<file path="src/rtl/bias_accum_if.sv">
// Partial-sum / result handshake bundle for the bias stage.
// The master side is the upstream adder tree plus downstream consumer.
// The slave side is the bias_accum_ctrl sequencer.
interface bias_accum_if #(
  parameter int N_adder_tree = 16,
  parameter int W            = 18
);

  logic                      in_valid;
  logic                      in_ready;
  logic [N_adder_tree*W-1:0] in_data;
  logic                      out_valid;
  logic                      out_ready;
  logic [N_adder_tree*W-1:0] out_data;

  modport master (
    output in_valid,
    output in_data,
    output out_ready,
    input  in_ready,
    input  out_valid,
    input  out_data
  );

  modport slave (
    input  in_valid,
    input  in_data,
    input  out_ready,
    output in_ready,
    output out_valid,
    output out_data
  );

endinterface

</file>
<file path="src/rtl/bias_accum_ctrl.sv">
// Per-layer bias stage sequencer.
// Accumulates n_pass beats of lane-wise partial sums, adds the bias vector,
// saturates each lane to W bits, optionally applies ReLU, then presents
// the result on a valid/ready output.
module bias_accum_ctrl #(
  parameter int N_adder_tree = 16,
  parameter int W            = 18,
  parameter int ACC_W        = 26,
  parameter int PASS_W       = 8
) (
  input  logic                      clk,
  input  logic                      rst,
  input  logic                      start,
  input  logic [PASS_W-1:0]         n_pass,
  input  logic                      relu_en,
  input  logic [N_adder_tree*W-1:0] bias_q,
  bias_accum_if.slave               bus,
  output logic                      busy,
  output logic                      done
);

  typedef enum logic [1:0] {
    S_IDLE  = 2'd0,
    S_ACCUM = 2'd1,
    S_BIAS  = 2'd2,
    S_OUT   = 2'd3
  } state_t;

  // Saturation bounds expressed at the width of the biased sum.
  localparam logic signed [ACC_W:0] SAT_MAX = (ACC_W+1)'((64'sd1 <<< (W-1)) - 64'sd1);
  localparam logic signed [ACC_W:0] SAT_MIN = ~SAT_MAX;

  state_t                    state_q,    state_d;
  logic [PASS_W-1:0]         cnt_q,      cnt_d;
  logic [PASS_W-1:0]         npass_q,    npass_d;
  logic                      relu_q,     relu_d;
  logic                      done_q,     done_d;
  logic [N_adder_tree*W-1:0] out_data_q, out_data_d;
  logic signed [ACC_W-1:0]   acc_q [N_adder_tree];
  logic signed [ACC_W-1:0]   acc_d [N_adder_tree];

  logic signed [W-1:0]       in_lane   [N_adder_tree];
  logic signed [W-1:0]       bias_lane [N_adder_tree];
  logic [PASS_W-1:0]         cnt_inc;
  logic                      in_fire;

  // Sign-extend a W-bit lane value to accumulator width.
  function automatic logic signed [ACC_W-1:0] sext_acc(input logic signed [W-1:0] x);
    return {{(ACC_W-W){x[W-1]}}, x};
  endfunction

  // Accumulator plus bias, one guard bit wider so the add itself never wraps.
  function automatic logic signed [ACC_W:0] bias_add(input logic signed [ACC_W-1:0] acc,
                                                     input logic signed [W-1:0]     b);
    logic signed [ACC_W:0] a_ext;
    logic signed [ACC_W:0] b_ext;
    a_ext = {acc[ACC_W-1], acc};
    b_ext = {{(ACC_W+1-W){b[W-1]}}, b};
    return a_ext + b_ext;
  endfunction

  // Clamp a wide signed sum into the W-bit two's-complement range.
  function automatic logic [W-1:0] sat_w(input logic signed [ACC_W:0] v);
    if (v > SAT_MAX) begin
      return {1'b0, {(W-1){1'b1}}};
    end else if (v < SAT_MIN) begin
      return {1'b1, {(W-1){1'b0}}};
    end else begin
      return v[W-1:0];
    end
  endfunction

  // Zero a negative lane when ReLU is enabled for this job.
  function automatic logic [W-1:0] relu_w(input logic [W-1:0] r, input logic en);
    return (en && r[W-1]) ? '0 : r;
  endfunction

  for (genvar g = 0; g < N_adder_tree; g++) begin : g_lane
    assign in_lane[g]   = bus.in_data[W*g +: W];
    assign bias_lane[g] = bias_q[W*g +: W];
  end

  assign cnt_inc = cnt_q + PASS_W'(1);
  assign in_fire = (state_q == S_ACCUM) && bus.in_valid;

  // Next-state, accumulation and result formation.
  always_comb begin
    state_d    = state_q;
    cnt_d      = cnt_q;
    npass_d    = npass_q;
    relu_d     = relu_q;
    done_d     = 1'b0;
    out_data_d = out_data_q;
    for (int i = 0; i < N_adder_tree; i++) begin
      acc_d[i] = acc_q[i];
    end

    unique case (state_q)
      S_IDLE: begin
        if (start) begin
          npass_d = (n_pass == '0) ? PASS_W'(1) : n_pass;
          relu_d  = relu_en;
          cnt_d   = '0;
          state_d = S_ACCUM;
        end
      end

      S_ACCUM: begin
        if (in_fire) begin
          cnt_d = cnt_inc;
          // First beat loads directly so no separate clear cycle is needed.
          for (int i = 0; i < N_adder_tree; i++) begin
            if (cnt_q == '0) begin
              acc_d[i] = sext_acc(in_lane[i]);
            end else begin
              acc_d[i] = acc_q[i] + sext_acc(in_lane[i]);
            end
          end
          if (cnt_inc == npass_q) begin
            state_d = S_BIAS;
          end
        end
      end

      S_BIAS: begin
        for (int i = 0; i < N_adder_tree; i++) begin
          out_data_d[W*i +: W] = relu_w(sat_w(bias_add(acc_q[i], bias_lane[i])), relu_q);
        end
        state_d = S_OUT;
      end

      S_OUT: begin
        if (bus.out_ready) begin
          done_d  = 1'b1;
          state_d = S_IDLE;
        end
      end

      default: begin
        state_d = S_IDLE;
      end
    endcase
  end

  // State, configuration, accumulators and result register.
  always_ff @(posedge clk) begin
    if (rst) begin
      state_q    <= S_IDLE;
      cnt_q      <= '0;
      npass_q    <= '0;
      relu_q     <= 1'b0;
      done_q     <= 1'b0;
      out_data_q <= '0;
      for (int i = 0; i < N_adder_tree; i++) begin
        acc_q[i] <= '0;
      end
    end else begin
      state_q    <= state_d;
      cnt_q      <= cnt_d;
      npass_q    <= npass_d;
      relu_q     <= relu_d;
      done_q     <= done_d;
      out_data_q <= out_data_d;
      for (int i = 0; i < N_adder_tree; i++) begin
        acc_q[i] <= acc_d[i];
      end
    end
  end

  assign bus.in_ready  = (state_q == S_ACCUM);
  assign bus.out_valid = (state_q == S_OUT);
  assign bus.out_data  = out_data_q;
  assign busy          = (state_q != S_IDLE);
  assign done          = done_q;

endmodule

</file>
<file path="src/flat_wrapper.sv">
// flat-port wrapper written by rule: the top's interface ports become plain ports
module bias_accum_ctrl_flat 
#(
  parameter int N_adder_tree = 16,
  parameter int W            = 18,
  parameter int ACC_W        = 26,
  parameter int PASS_W       = 8
)
  (clk, rst, start, n_pass, relu_en, bias_q, busy, done, bus_in_valid, bus_in_data, bus_out_ready, bus_in_ready, bus_out_valid, bus_out_data);
  bias_accum_if #(.N_adder_tree(N_adder_tree), .W(W)) bus_i ();
  input  logic clk;
  input  logic rst;
  input  logic start;
  input  logic [PASS_W-1:0] n_pass;
  input  logic relu_en;
  input  logic [N_adder_tree*W-1:0] bias_q;
  output logic busy;
  output logic done;
  input wire logic [$bits(bus_i.in_valid)-1:0] bus_in_valid;
  input wire logic [$bits(bus_i.in_data)-1:0] bus_in_data;
  input wire logic [$bits(bus_i.out_ready)-1:0] bus_out_ready;
  output wire logic [$bits(bus_i.in_ready)-1:0] bus_in_ready;
  output wire logic [$bits(bus_i.out_valid)-1:0] bus_out_valid;
  output wire logic [$bits(bus_i.out_data)-1:0] bus_out_data;
  assign bus_i.in_valid = bus_in_valid;
  assign bus_i.in_data = bus_in_data;
  assign bus_i.out_ready = bus_out_ready;
  assign bus_in_ready = bus_i.in_ready;
  assign bus_out_valid = bus_i.out_valid;
  assign bus_out_data = bus_i.out_data;
  bias_accum_ctrl #(.N_adder_tree(N_adder_tree), .W(W), .ACC_W(ACC_W), .PASS_W(PASS_W)) u_core (.clk(clk), .rst(rst), .start(start), .n_pass(n_pass), .relu_en(relu_en), .bias_q(bias_q), .bus(bus_i), .busy(busy), .done(done));
endmodule
</file>
<file path="config.mk">
export PLATFORM = sky130hd
export DESIGN_NAME = bias_accum_ctrl_flat
export DESIGN_NICKNAME = d
export VERILOG_FILES = /design/src/rtl/bias_accum_if.sv /design/src/rtl/bias_accum_ctrl.sv /design/src/flat_wrapper.sv
export SDC_FILE = /design/constraint.sdc
export NUM_CORES = 2
export LEC_CHECK = 0
export ABC_AREA = 0
export CORE_MARGIN = 2
export CORE_UTILIZATION = 58
export CTS_BUF_LIST = sky130_fd_sc_hd__clkbuf_8
export CTS_CLUSTER_SIZE = 12
export DETAILED_ROUTE_END_ITERATION = 10
export PLACE_DENSITY = 0.83
export REMOVE_ABC_BUFFERS = 1
export SLEW_MARGIN = 30
export SYNTH_ARGS = -nofsm -noshare
export SYNTH_HDL_FRONTEND = slang
export SYNTH_SLANG_ARGS = --single-unit
</file>
<file path="constraint.sdc">
create_clock -name clk -period 5.8 [get_ports clk]
set_input_delay 1.16 -clock clk [delete_from_list [all_inputs] [get_ports clk]]
set_output_delay 1.16 -clock clk [all_outputs]
set_load 0.02 [all_outputs]
</file>
After elaboration in Yosys (flattened, before gate mapping)
Memories as Yosys holds them, arrays and structs flattened.
Cells that the tools add are included.
{ "op_classes": {"addsub": 33, "n_lt_le_gt_ge": 32, "n_eq_ne": 8, "n_mux": 111, "n_bitwise": 17, "reduce_logical": 26} }
{ "ops": {"columns": ["op", "count"], "rows": [
  ["2-to-1 mux 18 bit", 64],
  ["2-to-1 mux 26 bit", 32],
  ["2-to-1 mux 416 bit", 2],
  ["adder 26 x 18 -> 27 bit", 16],
  ["> comparator 27 x 18 -> 1 bit, second input constant", 16],
  ["less-than comparator 27 x 18 -> 1 bit, second input constant", 16],
  ["adder 26 x 18 -> 26 bit", 16],
  ["2-to-1 mux 8 bit", 3],
  ["logical AND 1 bit", 17],
  ["zero test 8 bit", 2],
  ["bitwise OR 1 bit", 16],
  ["one-hot mux 8 bit (2 select lines)", 1],
  ["adder 8 x 1 -> 8 bit, second input constant", 1],
  ["== test 8 bit", 1],
  ["2-to-1 mux 2 bit", 4],
  ["one-hot mux 2 bit (4 select lines)", 1],
  ["== test 2 bit, second input constant", 2],
  ["2-to-1 mux 1 bit", 4],
  ["!= test 2 x 1 -> 1 bit, second input constant", 2],
  ["!= test 2 bit, second input constant", 2],
  ["AND reduction 4 bit", 1],
  ["nonzero test 2 bit", 2],
  ["AND reduction 3 bit", 1],
  ["== test 2 x 1 -> 1 bit, second input constant", 1],
  ["4 further kinds", 4]
]} }
{ "word_totals": {"register_bits": 308, "mem_bits_rw": 416, "input_bits": 590, "out_inout_bits": 292, "elab_cells": 234, "memories": 1} }
{ "memory_table": {"columns": ["name", "depth", "word_bits", "read_ports", "rd_clocked_by_memory_dff", "write_ports", "line_no", "rtl"], "rows": [
  ["u_core.acc_q", 16, 26, 16, 0, 16, "bias_accum_ctrl.sv:39", "logic signed [ACC_W-1:0] acc_q [N_adder_tree];"]
]} }

Longest topological paths before layout
{ "depth": {"ltp_word": 7, "mapped_depth": 17, "ltp_nobuf": 15} }

Worst setup path before layout
Ideal clock, no wire load.
{ "synth_path": {"path_type": "in2reg", "from": "input port bias_q[144]", "to": "register u_core.out_data_q[153], in the netlist u_core.bus.out_data[153]", "setup_ns": 0.059, "t_arrival_ns": 4.590, "required_time_ns": 5.741, "setup_slack_ns": 1.151, "cell_stages": 16, "path_cell_list": "ha_1 inv_1 fa_1 nor2b_1 o31a_1 o31a_1 o211a_1 o41ai_2 nand2_1 a21o_1 a21oi_1 xor2_1 or4_1 o41ai_4 buf_2 a221o_1"} }
{ "synth_via": {"elab_chain_cells": 7} }
{ "synth_lines": {"columns": ["item", "line_no", "rtl"], "rows": [
  ["from (decl)", "flat_wrapper.sv:16", "input logic [N_adder_tree*W-1:0] bias_q;"],
  ["adder 26 x 18 -> 27 bit (*)", "bias_accum_ctrl.sv:59", "return a_ext + b_ext;"],
  ["less-than comparator 27 x 18 -> 1 bit", "bias_accum_ctrl.sv:66", "end else if (v < SAT_MIN) begin"],
  ["2-to-1 mux 18 bit", "bias_accum_ctrl.sv:66", null],
  ["2-to-1 mux 18 bit (*)", "bias_accum_ctrl.sv:64", "if (v > SAT_MAX) begin"],
  ["2-to-1 mux 18 bit (*)", "bias_accum_ctrl.sv:98", "unique case (state_q)"],
  ["logical AND 1 bit", "bias_accum_ctrl.sv:75", "return (en && r[W-1]) ? '0 : r;"],
  ["2-to-1 mux 18 bit (*)", "bias_accum_ctrl.sv:75", null],
  ["to (signal assigned)", "bias_accum_ctrl.sv:163", "out_data_q <= out_data_d;"],
  ["to (decl)", "bias_accum_ctrl.sv:38", "logic [N_adder_tree*W-1:0] out_data_q, out_data_d;"]
]} }
Every way passes the cells marked *; elsewhere a longest branch is shown, timed or not. The select of a mux whose other input is x is not followed.
A chain may end at the register's enable or synchronous reset.

Worst setup path after layout
{ "layout_path": {"from": "input port bias_q[271]", "to": "register u_core.out_data_q[277], in the netlist u_core.bus.out_data[277]"} }
Same word-level chain as after synthesis.

==> metrics.md <==
| Metric | Value |
|---|---|
| Status | finished, final reports clean |
| Via count | about 71000 |
| # hold bufs at CTS | 0 |
| XOR/XNOR Fraction of Synth Area | 0.0818 |
| Die area | approximately 120000 sq um |
| Relative slew slack | 0.286 |
| Minimum clock period | 4770 ps |
| Initial antenna violation count | a little over 80 |
| Commonest non-fill, non-tap cell in the layout | clkdlybuf4s50_1 |
| Top cell type by total area after synthesis | dfxtp_1 |
| Cells after synthesis | just under 9000 |
| IR drop worst, VDD | a little over 200 uV |
| Placement Setup Slack | 191 ps |
| Largest fanout on the critical path | 17 |
| Layout Cells excl Fill | ~11000 |
| Chip width | ~340 um |
| Startpoint Class | primary input |
| First-pass GRT wire length | roughly 360000 um |
| Largest net degree at the start of global routing | between 100 and 150 |
| Complex-gate fraction of the synthesized area | 0.306 |
| Post-route DRC | 0 |
| Mean Syn Cell Area | ~7.7 sq um |
| Combinational family with the most area after synthesis | compound AO/OA/AOI/OAI gates |
| Starting DRC count in detailed routing | roughly 5400 |
| GR Overflow Total | 0 |
| Critical Path AT | 5540 ps |
| Register area share after synthesis | 0.217 |
| Post-synthesis cell type count | 98 |
| Multiplexer share of the synthesized area | 0.00632 |
| ANT nets after route | 0 |
| Most frequent cells in the layout | clkdlybuf4s50_1, nand2_1, nor2_1 |
| Finish-stage setup viols | 0 |
| Row count | around 120 |
| Async S/R FF share, synth | 0 |
| Critical Path End Type | register |
| Num CTS Buffers | between 100 and 150 |
| Htree depth | 4 |
| Required @ worst endpoint | between 6000 and 7000 ps |
| Post-synth EDFFs | 0 |
| Placed Cells | roughly 11000 |
| Fmax | 0.210 GHz |
| Seq cells post-synth | 724 |
| Post-CTS setup buffers | 0 |
| Synth Area in Simple Gates | 0.190 |
| Io pins | between 800 and 900 |
| Synth Area in Adders | 0.163 |
| Hold_ws | 451 ps |
| Tightest Hold Check Type | register to register |
| Mapped Area | 66900 sq um |
| CP max stage cell | or4_1 |
| Routability cong. | ~1 |
| Initial cell density of the core | 0.585 |
| Fin crit share | 0.822 |
| Yosys top cell area share | 0.217 |
| CTS Buffer Depth | 3 |
| WL/cell | about 21 um |
| Leakage | roughly 0.035 uW |
| Layout Skew | 33.7 ps |
| Yosys warns | 0 |
| Pwr Density | just under 400 nW/um^2 |
| Drt pass-1 iters | 6 |
| GR Util All Layers | 0.370 |
| Clock sink count | around 720 |
| CTS tree | yes |
| Peak per-stage delay on the critical path | between 500 and 600 ps |
| Dominant cells by area after synthesis | dfxtp_1, ha_1, xnor2_1 |
| Worst-path cell chain | clkdlybuf4s50_1, ha_1, a211oi_2, o21ai_1, o21a_1, o41a_1, a221o_1, a2111oi_2, o31ai_1, a31o_2, xnor2_1, or4_1, a21oi_4, a221o_1 |
| Core Box Area | 114000 sq um |
| Vias in the first global route | ~67000 |
| Die Height | roughly 340 um |
| Port Buffers | 881 |
| Worst-Margin Slew | approximately 1100 ps |
| Worst skew pair latency | around 860 ps |
| Final WL | between 200000 and 250000 um |
| Hold Vio Cnt, Final | 0 |
| Share of cells above drive strength 1 | 0.0417 |
| CTS root buffer | clkbuf_8 |
| Final worst slack | just over 1000 ps |
| MaxCap Viol Count | 0 |
| RSZ-0062 raised after global routing | false |
| Final #Nets | between 10000 and 15000 |
| Kind of critical path | primary input to register |
| CP dominant cell by count | a221o_1 |
| DP HPWL | roughly 170000 um |
| Vias per cell | 6.39 |
| Top FF cell, synth | dfxtp_1 |
| CTS resizes | 0 |
| Syn-to-layout area delta | 19.8% |
| Reg clk slew, reported paths | approximately 60 ps |
| Max-slew violations | 0 |
==> critical path, delay by kind of cell <==
kind	cells	cell delay, ps
adder cells (fa/ha/maj)	1	340
AND/OR/NAND/NOR	1	560
buffers and inverters	1	450
AO/OA/AOI/OAI	10	2890
XOR/XNOR	1	120
==> layout make-up <==
| cell class | count | area, sq um |
|---|---|---|
| repair buffers | 953 | 9520 |
| inverters | 266 | 1010 |
| multi-input cells | 7323 | 50100 |
| clock inverters | 77 | 502 |
| fillers | 9329 | 34200 |
| diodes | 59 | 148 |
| clock buffers | 179 | 2460 |
| well taps | 1512 | 1890 |
| flip-flops and latches | 724 | 14500 |
==> where the power goes <==
group / total [uW] / internal, uW / switching, uW
clock: 5540 / 3040 / 2490
combinational: 18000 / 7720 / 10300
sequential: 7610 / 6360 / 1250
total: 31200 / 17100 / 14000
==> layer usage <==
metal / vias up / track usage / wire length (um)
met1: 33400 / 0.439 / 90400
met2: 2836 / 0.608 / 105000
li1: 33900 / - / -
met4: 54 / 0.215 / 13300
met5: - / 0 / 350
met3: 681 / 0.0900 / 21000
==> kinds of logic (layout without fill, tap and decap cells) <==
kind of cell               after synthesis  after routing
AOI/OAI and AO/OA                     3028           3028
xor gates and xnor gates               625            625
adders and majority gates              854            854
buffers and inverters                  614           1475
DFF                                    724            724
muxes                                   41             41
other                                    0             59
and+or+nand+nor                       2775           2775
==> worst paths after layout <==
check	startpoint	to	slack, ps	cells past startpoint
min reg2reg	u_core.bus.out_data[118]	u_core.bus.out_data[118]	450	2
max	bias_q[271]	u_core.bus.out_data[277]	1030	14
max reg2reg	u_core.acc_q[1][104]	u_core.bus.out_data[231]	1440	16
min	u_core.bus.out_data[118]	u_core.bus.out_data[118]	450	2
==> synthesized netlist by cell type (119+ instances only) <==
library cell  count
a221o_1         181
a21oi_1         773
a21o_1          275
nor2_1          852
nor3_1          218
xnor2_1         455
ha_1            822
inv_1           266
a211oi_1        194
nand2b_1        120
a31oi_1         130
nand2_1         875
dfxtp_1         724
o21ai_0         560
nor2b_1         120
nand3_1         197
clkbuf_1        321
o21a_1          119
xor2_1          170
a311oi_1        190
==> registers in the layout, indices dropped and copies added, names as in the netlist <==
| name | count |
|---|---|
| u_core.npass_q | 8 |
| u_core.done | 1 |
| u_core.acc_q | 416 |
| u_core.relu_q | 1 |
| u_core.state_q | 2 |
| u_core.bus.out_data | 288 |
| u_core.cnt_q | 8 |
==> stage by stage <==
step                TNS [ps]  instance area [sq um]  power [uW]  utilization
floorplan           -2703420                  65500       20300            -
global placement           0                  77000       24700        0.674
detailed placement         0                  77000       25300        0.674
CTS                        0                  80000       30900        0.700
global route               0                  80100       33200        0.701
finish                     0                  80200       31200        0.701
Power figures use the tool's default switching activity.
